### src/rtl/wb_result_stage.sv
// Writeback stage: formats the load/ALU/link result and drives the register-file write port.
// Latency: 1 cycle (single pipeline register); retired_o counts instructions leaving the stage.
// Backpressure: stall_i holds all state, flush_i kills the held instruction, reset overrides both.
module wb_result_stage #(
    parameter logic [31:0] RETIRED_INIT = 32'h0000_0000  // counter value loaded on reset
) (
    input  logic        clk_i,
    input  logic        rst_ni,
    input  logic        valid_i,
    input  logic        stall_i,
    input  logic        flush_i,
    input  logic [31:0] aluResult_i,
    input  logic [31:0] memData_i,
    input  logic [31:0] pcPlus4_i,
    input  logic [1:0]  ResultSrc_signal_i,
    input  logic [2:0]  loadType_i,
    input  logic [4:0]  rd_i,
    input  logic        RegWrite_signal_i,
    output logic [31:0] regWriteData_o,
    output logic [4:0]  regWriteAddr_o,
    output logic        regWriteEn_o,
    output logic [31:0] retired_o
);

    logic [7:0]  ld_byte;
    logic [15:0] ld_half;
    logic [31:0] load_data;
    logic [31:0] result_d;

    logic        valid_q;
    logic        regwrite_q;
    logic [4:0]  rd_q;
    logic [31:0] data_q;
    logic [31:0] retired_q;

    always_comb begin
        ld_byte   = memData_i[7:0];
        ld_half   = memData_i[15:0];
        load_data = memData_i;
        result_d  = aluResult_i;

        case (aluResult_i[1:0])
            2'd1:    ld_byte = memData_i[15:8];
            2'd2:    ld_byte = memData_i[23:16];
            2'd3:    ld_byte = memData_i[31:24];
            default: ld_byte = memData_i[7:0];
        endcase

        // Halfword offset bit 0 is deliberately ignored (misaligned halves are not split).
        if (aluResult_i[1]) begin
            ld_half = memData_i[31:16];
        end

        case (loadType_i)
            3'b000:  load_data = {{24{ld_byte[7]}}, ld_byte};
            3'b100:  load_data = {24'h0, ld_byte};
            3'b001:  load_data = {{16{ld_half[15]}}, ld_half};
            3'b101:  load_data = {16'h0, ld_half};
            default: load_data = memData_i;
        endcase

        case (ResultSrc_signal_i)
            2'b01:   result_d = load_data;
            2'b10:   result_d = pcPlus4_i;
            default: result_d = aluResult_i;
        endcase
    end

    always_ff @(posedge clk_i) begin
        if (!rst_ni) begin
            valid_q    <= 1'b0;
            regwrite_q <= 1'b0;
            rd_q       <= 5'd0;
            data_q     <= 32'd0;
            retired_q  <= RETIRED_INIT;
        end else begin
            // An instruction retires only when it actually leaves: not stalled, not killed.
            if (valid_q && !stall_i && !flush_i) begin
                retired_q <= retired_q + 32'd1;
            end

            if (flush_i) begin
                valid_q <= 1'b0;
            end else if (!stall_i) begin
                valid_q    <= valid_i;
                regwrite_q <= RegWrite_signal_i;
                rd_q       <= rd_i;
                data_q     <= result_d;
            end
        end
    end

    assign regWriteData_o = data_q;
    assign regWriteAddr_o = rd_q;
    assign regWriteEn_o   = valid_q && regwrite_q && (rd_q != 5'd0);
    assign retired_o      = retired_q;

endmodule

### config.mk
export PLATFORM = sky130hd
export DESIGN_NAME = wb_result_stage
export DESIGN_NICKNAME = d
export VERILOG_FILES = /design/src/rtl/wb_result_stage.sv
export SDC_FILE = /design/constraint.sdc
export NUM_CORES = 1
export LEC_CHECK = 0
export BUFFER_PORTS_ARGS = -buffer_cell sky130_fd_sc_hd__buf_4
export CAP_MARGIN = 20
export CORE_MARGIN = 1
export CORE_UTILIZATION = 48
export CTS_BUF_LIST = sky130_fd_sc_hd__clkbuf_16
export DETAILED_ROUTE_END_ITERATION = 7
export GPL_TIMING_DRIVEN = 0
export PLACE_DENSITY_LB_ADDON = 0.2
export SYNTH_ARGS = -nofsm -noshare
export SYNTH_HDL_FRONTEND = slang
export SYNTH_SLANG_ARGS = --single-unit
### constraint.sdc
create_clock -name clk_i -period 2.7 [get_ports clk_i]
set_clock_uncertainty 0.2 [all_clocks]
set_input_delay 0.27 -clock clk_i [delete_from_list [all_inputs] [get_ports clk_i]]
set_output_delay 0.27 -clock clk_i [all_outputs]
set_load 0.1 [all_outputs]
==> impl_metrics.prom, run 1 <==
# TYPE chip_impl_metric gauge
chip_impl_metric{name="slew_viol_final",unit=""} 0
chip_impl_metric{name="final_layout_size_suffix_gt1_share",unit="%"} 30.53
chip_impl_metric{name="synth_top_cell_area_share",unit="%"} 34.35
chip_impl_metric{name="worstPathMaxFanout",unit=""} 10
chip_impl_metric{name="placement_rows",unit=""} 33
chip_impl_metric{name="postRouteWirelength",unit="µm"} 14990
chip_impl_info{name="cp-start-kind",value="register"} 1
chip_impl_info{name="worst_hold_startpoint",value="rd_i[1]"} 1
chip_impl_metric{name="grt_pass1_vias",unit=""} 4754
chip_impl_info{name="cts_tree",value="yes"} 1
chip_impl_metric{name="number_of_remaining_drc_errors",unit=""} 0
chip_impl_metric{name="report.final.hold_viol_count",unit=""} 0
chip_impl_metric{name="period_needed",unit="ps"} 2362
chip_impl_metric{name="placement.cell_area",unit="µm²"} 5617
chip_impl_metric{name="p_per_area",unit="nW/µm²"} 533.9
chip_impl_metric{name="drt.antenna.violating_nets",unit=""} 0
chip_impl_metric{name="cts.sink_count",unit=""} 71
chip_impl_metric{name="grt_util_met1",unit="%"} 40.16
chip_impl_metric{name="drt_first_iter_violations",unit=""} 300
chip_impl_metric{name="post-route-period-util",unit="%"} 87.48
chip_impl_metric{name="die_area",unit="µm²"} 8996
chip_impl_metric{name="place.detailed.hpwl",unit="µm"} 11210
chip_impl_metric{name="synth_warnings",unit=""} 0
chip_impl_info{name="ys_dominant_reg_cell",value="sky130_fd_sc_hd__dfxtp_1"} 1
chip_impl_metric{name="first_pass_grt_wire_length",unit="µm"} 23270
chip_impl_metric{name="cp_arrival",unit="ps"} 2420
chip_impl_metric{name="finalWeightedCongestion",unit=""} 0.8934
chip_impl_info{name="critical_path.reg2reg.endpoint",value="retired_o[28]"} 1
chip_impl_metric{name="ys_seq_area_share",unit="%"} 34.35
chip_impl_metric{name="finish.instance_area",unit="µm²"} 5998
chip_impl_metric{name="netlist_instances",unit=""} 500
chip_impl_metric{name="syn_avg_cell_area",unit="µm²"} 8.275
chip_impl_metric{name="maxCapViolCount",unit=""} 0
chip_impl_metric{name="timing.critical_path.required",unit="ps"} 2760
chip_impl_metric{name="nets",unit=""} 811
chip_impl_metric{name="fin_util",unit="%"} 72.28
chip_impl_metric{name="setup.reg_to_reg.worst_slack",unit="ps"} 340
chip_impl_metric{name="setup_total_negative_slack",unit="ps"} 0
chip_impl_metric{name="tritoncts.num_buffers",unit=""} 9
chip_impl_metric{name="flow.area_growth_from_synthesis",unit="%"} 44.97
chip_impl_info{name="hold_path_end",value="regWriteAddr_o[1]"} 1
chip_impl_info{name="r2r-start",value="retired_o[0]"} 1
chip_impl_metric{name="use_met2",unit="%"} 57.91
chip_impl_metric{name="max-vdd-ir-drop",unit="mV"} 0.4197
chip_impl_metric{name="yosysUniqueCellTypes",unit=""} 58
chip_impl_info{name="grt_setup_unrepaired",value="false"} 1
chip_impl_metric{name="number_of_vias_per_cell",unit=""} 6.148
chip_impl_metric{name="number_of_flops_mapped_to_enable_cells_by_yosys",unit=""} 0
chip_impl_info{name="path_class",value="reg -> reg"} 1
chip_impl_metric{name="clkTransAtPathRegs",unit="ps"} 60
chip_impl_metric{name="detailed_routing_iterations_pass_1",unit=""} 6
chip_impl_metric{name="dieWidth",unit="µm"} 94.85
chip_impl_metric{name="fmax",unit="MHz"} 423.4
chip_impl_metric{name="grt_antenna_before_repair",unit=""} 0
chip_impl_metric{name="grt-ovfl-total",unit=""} 0
chip_impl_metric{name="slew_of_the_pin_with_the_lowest_slew_margin",unit="ps"} 627.9
chip_impl_metric{name="setup_violations",unit=""} 0
chip_impl_metric{name="use_met3",unit="%"} 7.649
chip_impl_metric{name="antenna_cells",unit=""} 0
chip_impl_info{name="busiest_grt_layer",value="met2"} 1
chip_impl_metric{name="drt-wirelength-per-cell",unit="µm"} 18.60
chip_impl_metric{name="core-area",unit="µm²"} 8299
chip_impl_metric{name="cts_setup_buffers",unit=""} 0
chip_impl_metric{name="grtUsageTotal",unit="%"} 33.85
chip_impl_metric{name="syn_area",unit="µm²"} 4138
chip_impl_info{name="hold_class",value="in -> reg"} 1
chip_impl_metric{name="cts.htree.levels",unit=""} 3
chip_impl_metric{name="power.leakage",unit="nW"} 2.478
chip_impl_metric{name="max_transition_margin",unit="%"} 58.05
chip_impl_info{name="cts_root_buffer",value="sky130_fd_sc_hd__clkbuf_16"} 1
chip_impl_metric{name="cts_max_path_buffers",unit=""} 2
chip_impl_metric{name="asyncSetResetFlopFracSynth",unit="%"} 0
chip_impl_info{name="worstSetupEndpointType",value="register"} 1
chip_impl_metric{name="via_count",unit=""} 4955
chip_impl_metric{name="reg2reg_depth",unit=""} 7
chip_impl_metric{name="clock_insertion_delay_worst_skew",unit="ps"} 330
chip_impl_metric{name="synth_nets",unit=""} 615
chip_impl_info{name="synth.largest_area_cell",value="sky130_fd_sc_hd__dfxtp_1"} 1
chip_impl_metric{name="pin_count",unit=""} 182
chip_impl_metric{name="timing.hold.worst_path_depth",unit=""} 3
chip_impl_metric{name="filler_cell_count",unit=""} 677
chip_impl_metric{name="grt_max_degree",unit=""} 14
chip_impl_info{name="most_used_standard_cell_by_instance_count_after_synthesis",value="sky130_fd_sc_hd__dfxtp_1"} 1
chip_impl_metric{name="place.port_buffers",unit=""} 179
chip_impl_metric{name="initial_utilization",unit="%"} 49.86
chip_impl_info{name="synth_common_cells",value="sky130_fd_sc_hd__dfxtp_1, sky130_fd_sc_hd__nand2_1, sky130_fd_sc_hd__clkbuf_1"} 1
chip_impl_info{name="synth_top_cells_by_area",value="sky130_fd_sc_hd__dfxtp_1, sky130_fd_sc_hd__nand2_1, sky130_fd_sc_hd__a221o_1"} 1
chip_impl_metric{name="synth.ff_latch_count",unit=""} 71
chip_impl_metric{name="chipHeight",unit="µm"} 94.85
chip_impl_info{name="status",value="completed"} 1
-- cell usage in the layout, fill, tap and decap left out, drive strengths merged, types with 6 or more instances in the layout --
cell,count
a21oi,30
a221o,19
a22oi,23
and4,6
buf,183
clkbuf,46
dfxtp,71
dlygate4sd3,6
inv,16
mux2,7
mux2i,13
nand2,52
nand2b,20
nand3,14
nand4,10
nor2,18
nor2b,17
nor4,7
o21a,18
o21ai,31
or3,7
xor2,6
-- sequential cells by signal (all words and copies together) (netlist names) --
| register | flops |
|---|---|
| regwrite_q | 1 |
| retired_o | 32 |
| regWriteData_o | 32 |
| regWriteAddr_o | 5 |
| valid_q | 1 |
-- through the flow --
| step | power, mW | hold slack (ps) | setup WS (ps) | std cells |
|---|---|---|---|---|
| floorplan | 1.621 | 149.3 | 24.79 | 500 |
| global placement | 1.888 | 245.5 | 139.1 | 784 |
| detailed placement | 1.899 | 254.2 | 73.44 | 784 |
| CTS | 3.195 | 0.5079 | 350.6 | 806 |
| global route | 3.294 | 33.98 | 96.63 | 806 |
| finish | 3.202 | 13.19 | 337.9 | 806 |
-- where the power goes --
part           switching [mW]  internal (mW)
Combinational           0.522          0.266
Sequential             0.0245           1.09
Clock                   0.491          0.813
-- metal layers --
metal	up-vias	share of wire [%]	routed length, µm
met5	-	0	0
met4	0	3.5	527
met3	46	9.6	1443
met2	277	48	7241
met1	2363	39	5779
li1	2269	-	-
-- cells by family (layout without fill, tap and decap cells) --
kind of cell	count (synthesis)	in the layout	share of synthesized area, %
xor gates and xnor gates	11	11	2.328
adders and majority gates	3	3	0.9073
DFF	71	71	34.35
AOI/OAI and AO/OA	163	163	28.33
buffers and inverters	55	256	5.352
muxes	21	21	5.594
and+or+nand+nor	176	176	23.13
-- layout make-up --
| type | instances | area, µm² | share of cell area [%] |
|---|---|---|---|
| Inverter | 14 | 52.55 | 0.8761 |
| Sequential cell | 71 | 1425 | 23.76 |
| Buffer | 41 | 168.9 | 2.816 |
| Multi-Input combinational cell | 374 | 2495 | 41.59 |
| Tap cell | 105 | 131.4 | 2.190 |
| Clock inverter | 7 | 96.34 | 1.606 |
| Timing Repair Buffer | 185 | 1404 | 23.40 |
| Clock buffer | 9 | 225.2 | 3.755 |
-- what timing repair did --
action,in CTS,in global routing
endpoints found under the hold margin,6,0
gates resized for setup,0,0
hold buffers,6,0
-- how the worst max path moves through the flow --
stage	start	endpoint	slack [ps]	cells past startpoint
2_1_floorplan	retired_o[3]	retired_o[28]	20	6
3_3_place_gp	stall_i	regWriteData_o[7]	140	7
3_5_place_dp	stall_i	regWriteData_o[7]	70	7
4_1_cts	retired_o[0]	retired_o[28]	350	7
5_1_grt	retired_o[3]	retired_o[29]	100	5
6_report	retired_o[0]	retired_o[28]	340	7
-- worst max-delay path, cell delays in order (launching register included) --
cell and delay, ps:
sky130_fd_sc_hd__dfxtp_2 370, sky130_fd_sc_hd__ha_1 200, sky130_fd_sc_hd__nand4bb_1 150, sky130_fd_sc_hd__or2_2 300
sky130_fd_sc_hd__clkbuf_1 170, sky130_fd_sc_hd__clkbuf_1 280, sky130_fd_sc_hd__nor4_1 400, sky130_fd_sc_hd__mux2i_1 220
No activity file was read; power rests on OpenSTA's default activity.
==> run 2: changes to the inputs <==
BUFFER_PORTS_ARGS = default   (was -buffer_cell sky130_fd_sc_hd__buf_4)
CORE_UTILIZATION = 64   (was 48)
DONT_BUFFER_PORTS = 1   (was default)
==> run 2 against run 1 <==
Power decreased by 10%. Utilization grew 7.3 points. Global-route usage rose by 5.5 points. Clock-buffer cell count unchanged. The flow now finishes with violations (negative hold slack). Final cell count shrank 24%. Via count is 14% lower. Cell area fell by 20%.
==> impl_metrics.prom, run 2 (same netlist as run 1, synthesis figures left out) <==
# TYPE chip_impl_metric gauge
chip_impl_metric{name="grt_max_degree",unit=""} 13
chip_impl_metric{name="place.port_buffers",unit=""} 0
chip_impl_info{name="hold_class",value="in -> reg"} 1
chip_impl_metric{name="worstPathMaxFanout",unit=""} 10
chip_impl_metric{name="placement.cell_area",unit="µm²"} 4235
chip_impl_metric{name="clock_insertion_delay_worst_skew",unit="ps"} 340
chip_impl_metric{name="power.leakage",unit="nW"} 1.649
chip_impl_info{name="status",value="complete, but fails checks"} 1
chip_impl_info{name="grt_setup_unrepaired",value="false"} 1
chip_impl_metric{name="grt_util_met1",unit="%"} 41.96
chip_impl_metric{name="drt-wirelength-per-cell",unit="µm"} 22.19
chip_impl_metric{name="setup_violations",unit=""} 0
chip_impl_metric{name="finish.instance_area",unit="µm²"} 4821
chip_impl_metric{name="clkTransAtPathRegs",unit="ps"} 60
chip_impl_metric{name="timing.hold.worst_path_depth",unit=""} 2
chip_impl_metric{name="fmax",unit="MHz"} 381.2
chip_impl_metric{name="cts.htree.levels",unit=""} 3
chip_impl_metric{name="flow.area_growth_from_synthesis",unit="%"} 16.51
chip_impl_metric{name="hold_slack",unit="ps"} -4.218
chip_impl_metric{name="tritoncts.num_buffers",unit=""} 9
chip_impl_metric{name="cts.sink_count",unit=""} 71
chip_impl_metric{name="reg2reg_depth",unit=""} 7
chip_impl_info{name="most-common-layout-cells",value="sky130_fd_sc_hd__nand2_1, sky130_fd_sc_hd__dfxtp_1, sky130_fd_sc_hd__clkbuf_1, sky130_fd_sc_hd__o21ai_0, sky130_fd_sc_hd__a21oi_1"} 1
chip_impl_metric{name="cts_max_path_buffers",unit=""} 2
chip_impl_metric{name="drt_first_iter_violations",unit=""} 302
chip_impl_metric{name="core-area",unit="µm²"} 6061
chip_impl_metric{name="setup_total_negative_slack",unit="ps"} 0
chip_impl_metric{name="detailed_routing_iterations_pass_1",unit=""} 4
chip_impl_metric{name="final_worst_setup_slack",unit="ps"} 76.74
chip_impl_metric{name="fin_cells",unit=""} 612
chip_impl_info{name="r2r-start",value="retired_o[1]"} 1
chip_impl_metric{name="cts_setup_buffers",unit=""} 0
chip_impl_metric{name="antenna_cells",unit=""} 0
chip_impl_metric{name="pin_count",unit=""} 182
chip_impl_metric{name="period_needed",unit="ps"} 2623
chip_impl_metric{name="use_met3",unit="%"} 11.98
chip_impl_info{name="violated_checks",value="negative hold slack"} 1
chip_impl_metric{name="postRouteWirelength",unit="µm"} 13580
chip_impl_metric{name="p_per_area",unit="nW/µm²"} 596.9
chip_impl_metric{name="setup.reg_to_reg.worst_slack",unit="ps"} 80
chip_impl_metric{name="timing.critical_path.required",unit="ps"} 2740
chip_impl_info{name="path_class",value="reg -> reg"} 1
chip_impl_metric{name="first_pass_grt_wire_length",unit="µm"} 19700
chip_impl_info{name="cp-start-kind",value="register"} 1
chip_impl_metric{name="max-vdd-ir-drop",unit="mV"} 0.4336
chip_impl_metric{name="use_met2",unit="%"} 67.36
chip_impl_metric{name="placement_rows",unit=""} 28
chip_impl_metric{name="max_transition_margin",unit="%"} 26.03
chip_impl_info{name="hold_path_end",value="regWriteData_o[24]"} 1
chip_impl_metric{name="maxCapViolCount",unit=""} 0
chip_impl_metric{name="number_of_remaining_drc_errors",unit=""} 0
chip_impl_metric{name="cp_arrival",unit="ps"} 2670
chip_impl_metric{name="dieWidth",unit="µm"} 82.41
chip_impl_metric{name="grt_pass1_vias",unit=""} 4141
chip_impl_metric{name="place.detailed.hpwl",unit="µm"} 9495
chip_impl_info{name="leading_cell_type_in_the_layout_fill_and_taps_excluded",value="sky130_fd_sc_hd__nand2_1"} 1
chip_impl_metric{name="dp_worst_setup_slack",unit="ps"} -308.3
chip_impl_info{name="busiest_grt_layer",value="met2"} 1
chip_impl_metric{name="report.final.hold_viol_count",unit=""} 1
chip_impl_metric{name="post-route-period-util",unit="%"} 97.16
chip_impl_metric{name="grt-ovfl-total",unit=""} 0
chip_impl_metric{name="placedCellCount",unit=""} 575
chip_impl_metric{name="drt.antenna.violating_nets",unit=""} 0
chip_impl_metric{name="grt_antenna_before_repair",unit=""} 0
chip_impl_metric{name="chipHeight",unit="µm"} 82.41
chip_impl_metric{name="slew_of_the_pin_with_the_lowest_slew_margin",unit="ps"} 1108
chip_impl_info{name="cts_root_buffer",value="sky130_fd_sc_hd__clkbuf_16"} 1
chip_impl_metric{name="die_area",unit="µm²"} 6791
chip_impl_metric{name="number_of_vias_per_cell",unit=""} 7.002
chip_impl_info{name="cts_tree",value="yes"} 1
chip_impl_info{name="worst_hold_startpoint",value="aluResult_i[24]"} 1
chip_impl_info{name="critical_path.reg2reg.endpoint",value="retired_o[26]"} 1
chip_impl_metric{name="final_layout_size_suffix_gt1_share",unit="%"} 10.80
chip_impl_metric{name="grtUsageTotal",unit="%"} 39.39
chip_impl_metric{name="via_count",unit=""} 4285
chip_impl_info{name="worstSetupEndpointType",value="register"} 1
chip_impl_metric{name="initial_utilization",unit="%"} 68.27
chip_impl_metric{name="finalWeightedCongestion",unit=""} 0.9672
chip_impl_metric{name="slew_viol_final",unit=""} 0
chip_impl_metric{name="nets",unit=""} 648
==> run 2: cell count changes in the layout (fill, tap and decap cells not counted), sizes merged <==
cell	delta
buf	-178
bufinv	-1
clkbuf	-1
clkinv	+1
dlygate4sd3	+16
inv	-1
==> run 2: worst max path at each step <==
| stage | start | endpoint | slack (ps) | cells past startpoint |
|---|---|---|---|---|
| after floorplan | retired_o[3] | retired_o[28] | 20 | 6 |
| after global placement | retired_o[5] | retired_o[28] | -280 | 6 |
| after detailed placement | retired_o[5] | retired_o[28] | -310 | 6 |
| after CTS | retired_o[0] | retired_o[26] | 20 | 7 |
| after global routing | retired_o[2] | retired_o[25] | 4 | 5 |
| final | retired_o[1] | retired_o[26] | 80 | 7 |
==> run 2: layout make-up <==
type	instances	area, µm²
tap	75	93.84
buffer	41	170.2
clock inverter	6	62.56
fill	420	1240
sequential	71	1488
multi-input combinational	374	2509
clock buffer	9	225.2
inverter	14	52.55
timing repair buffer	22	220.2
==> run 2: repair_timing <==
item	in CTS	in global routing
endpoints found under the setup margin	19	10
gates resized for setup	21	20
hold buffers	22	0
endpoints found under the hold margin	21	0
==> run 2: power by group <==
group          total (mW)  internal [mW]  switching (mW)
logic               0.324          0.138           0.186
registers            1.37           1.07           0.299
clock network        1.18          0.708           0.475
==> run 2: stage by stage <==
stage / hold WS [ps] / total power, mW / util, %
final: -4.218 / 2.878 / 79.54
after detailed placement: 152.8 / 1.695 / 69.88
after global routing: 12.80 / 2.942 / 79.54
after global placement: 151.2 / 1.686 / 69.88
after floorplan: 149.3 / 1.621 / -
after CTS: 0.3572 / 2.871 / 78.84
==> run 2: routing by layer <==
metal | share of wire (%) | wire, µm
met2 | 49 | 6612
met4 | 4.7 | 644
met1 | 35 | 4767
met3 | 11 | 1555
met5 | 0 | 0
==> run 2: critical path, cell delays in order, from the launching register on <==
cell and delay (ps):
sky130_fd_sc_hd__dfxtp_4 560, sky130_fd_sc_hd__ha_1 260, sky130_fd_sc_hd__nand4bb_1 160, sky130_fd_sc_hd__or2_2 310, sky130_fd_sc_hd__clkbuf_1 170, sky130_fd_sc_hd__buf_2 230, sky130_fd_sc_hd__nor4_2 350, sky130_fd_sc_hd__mux2i_1 290
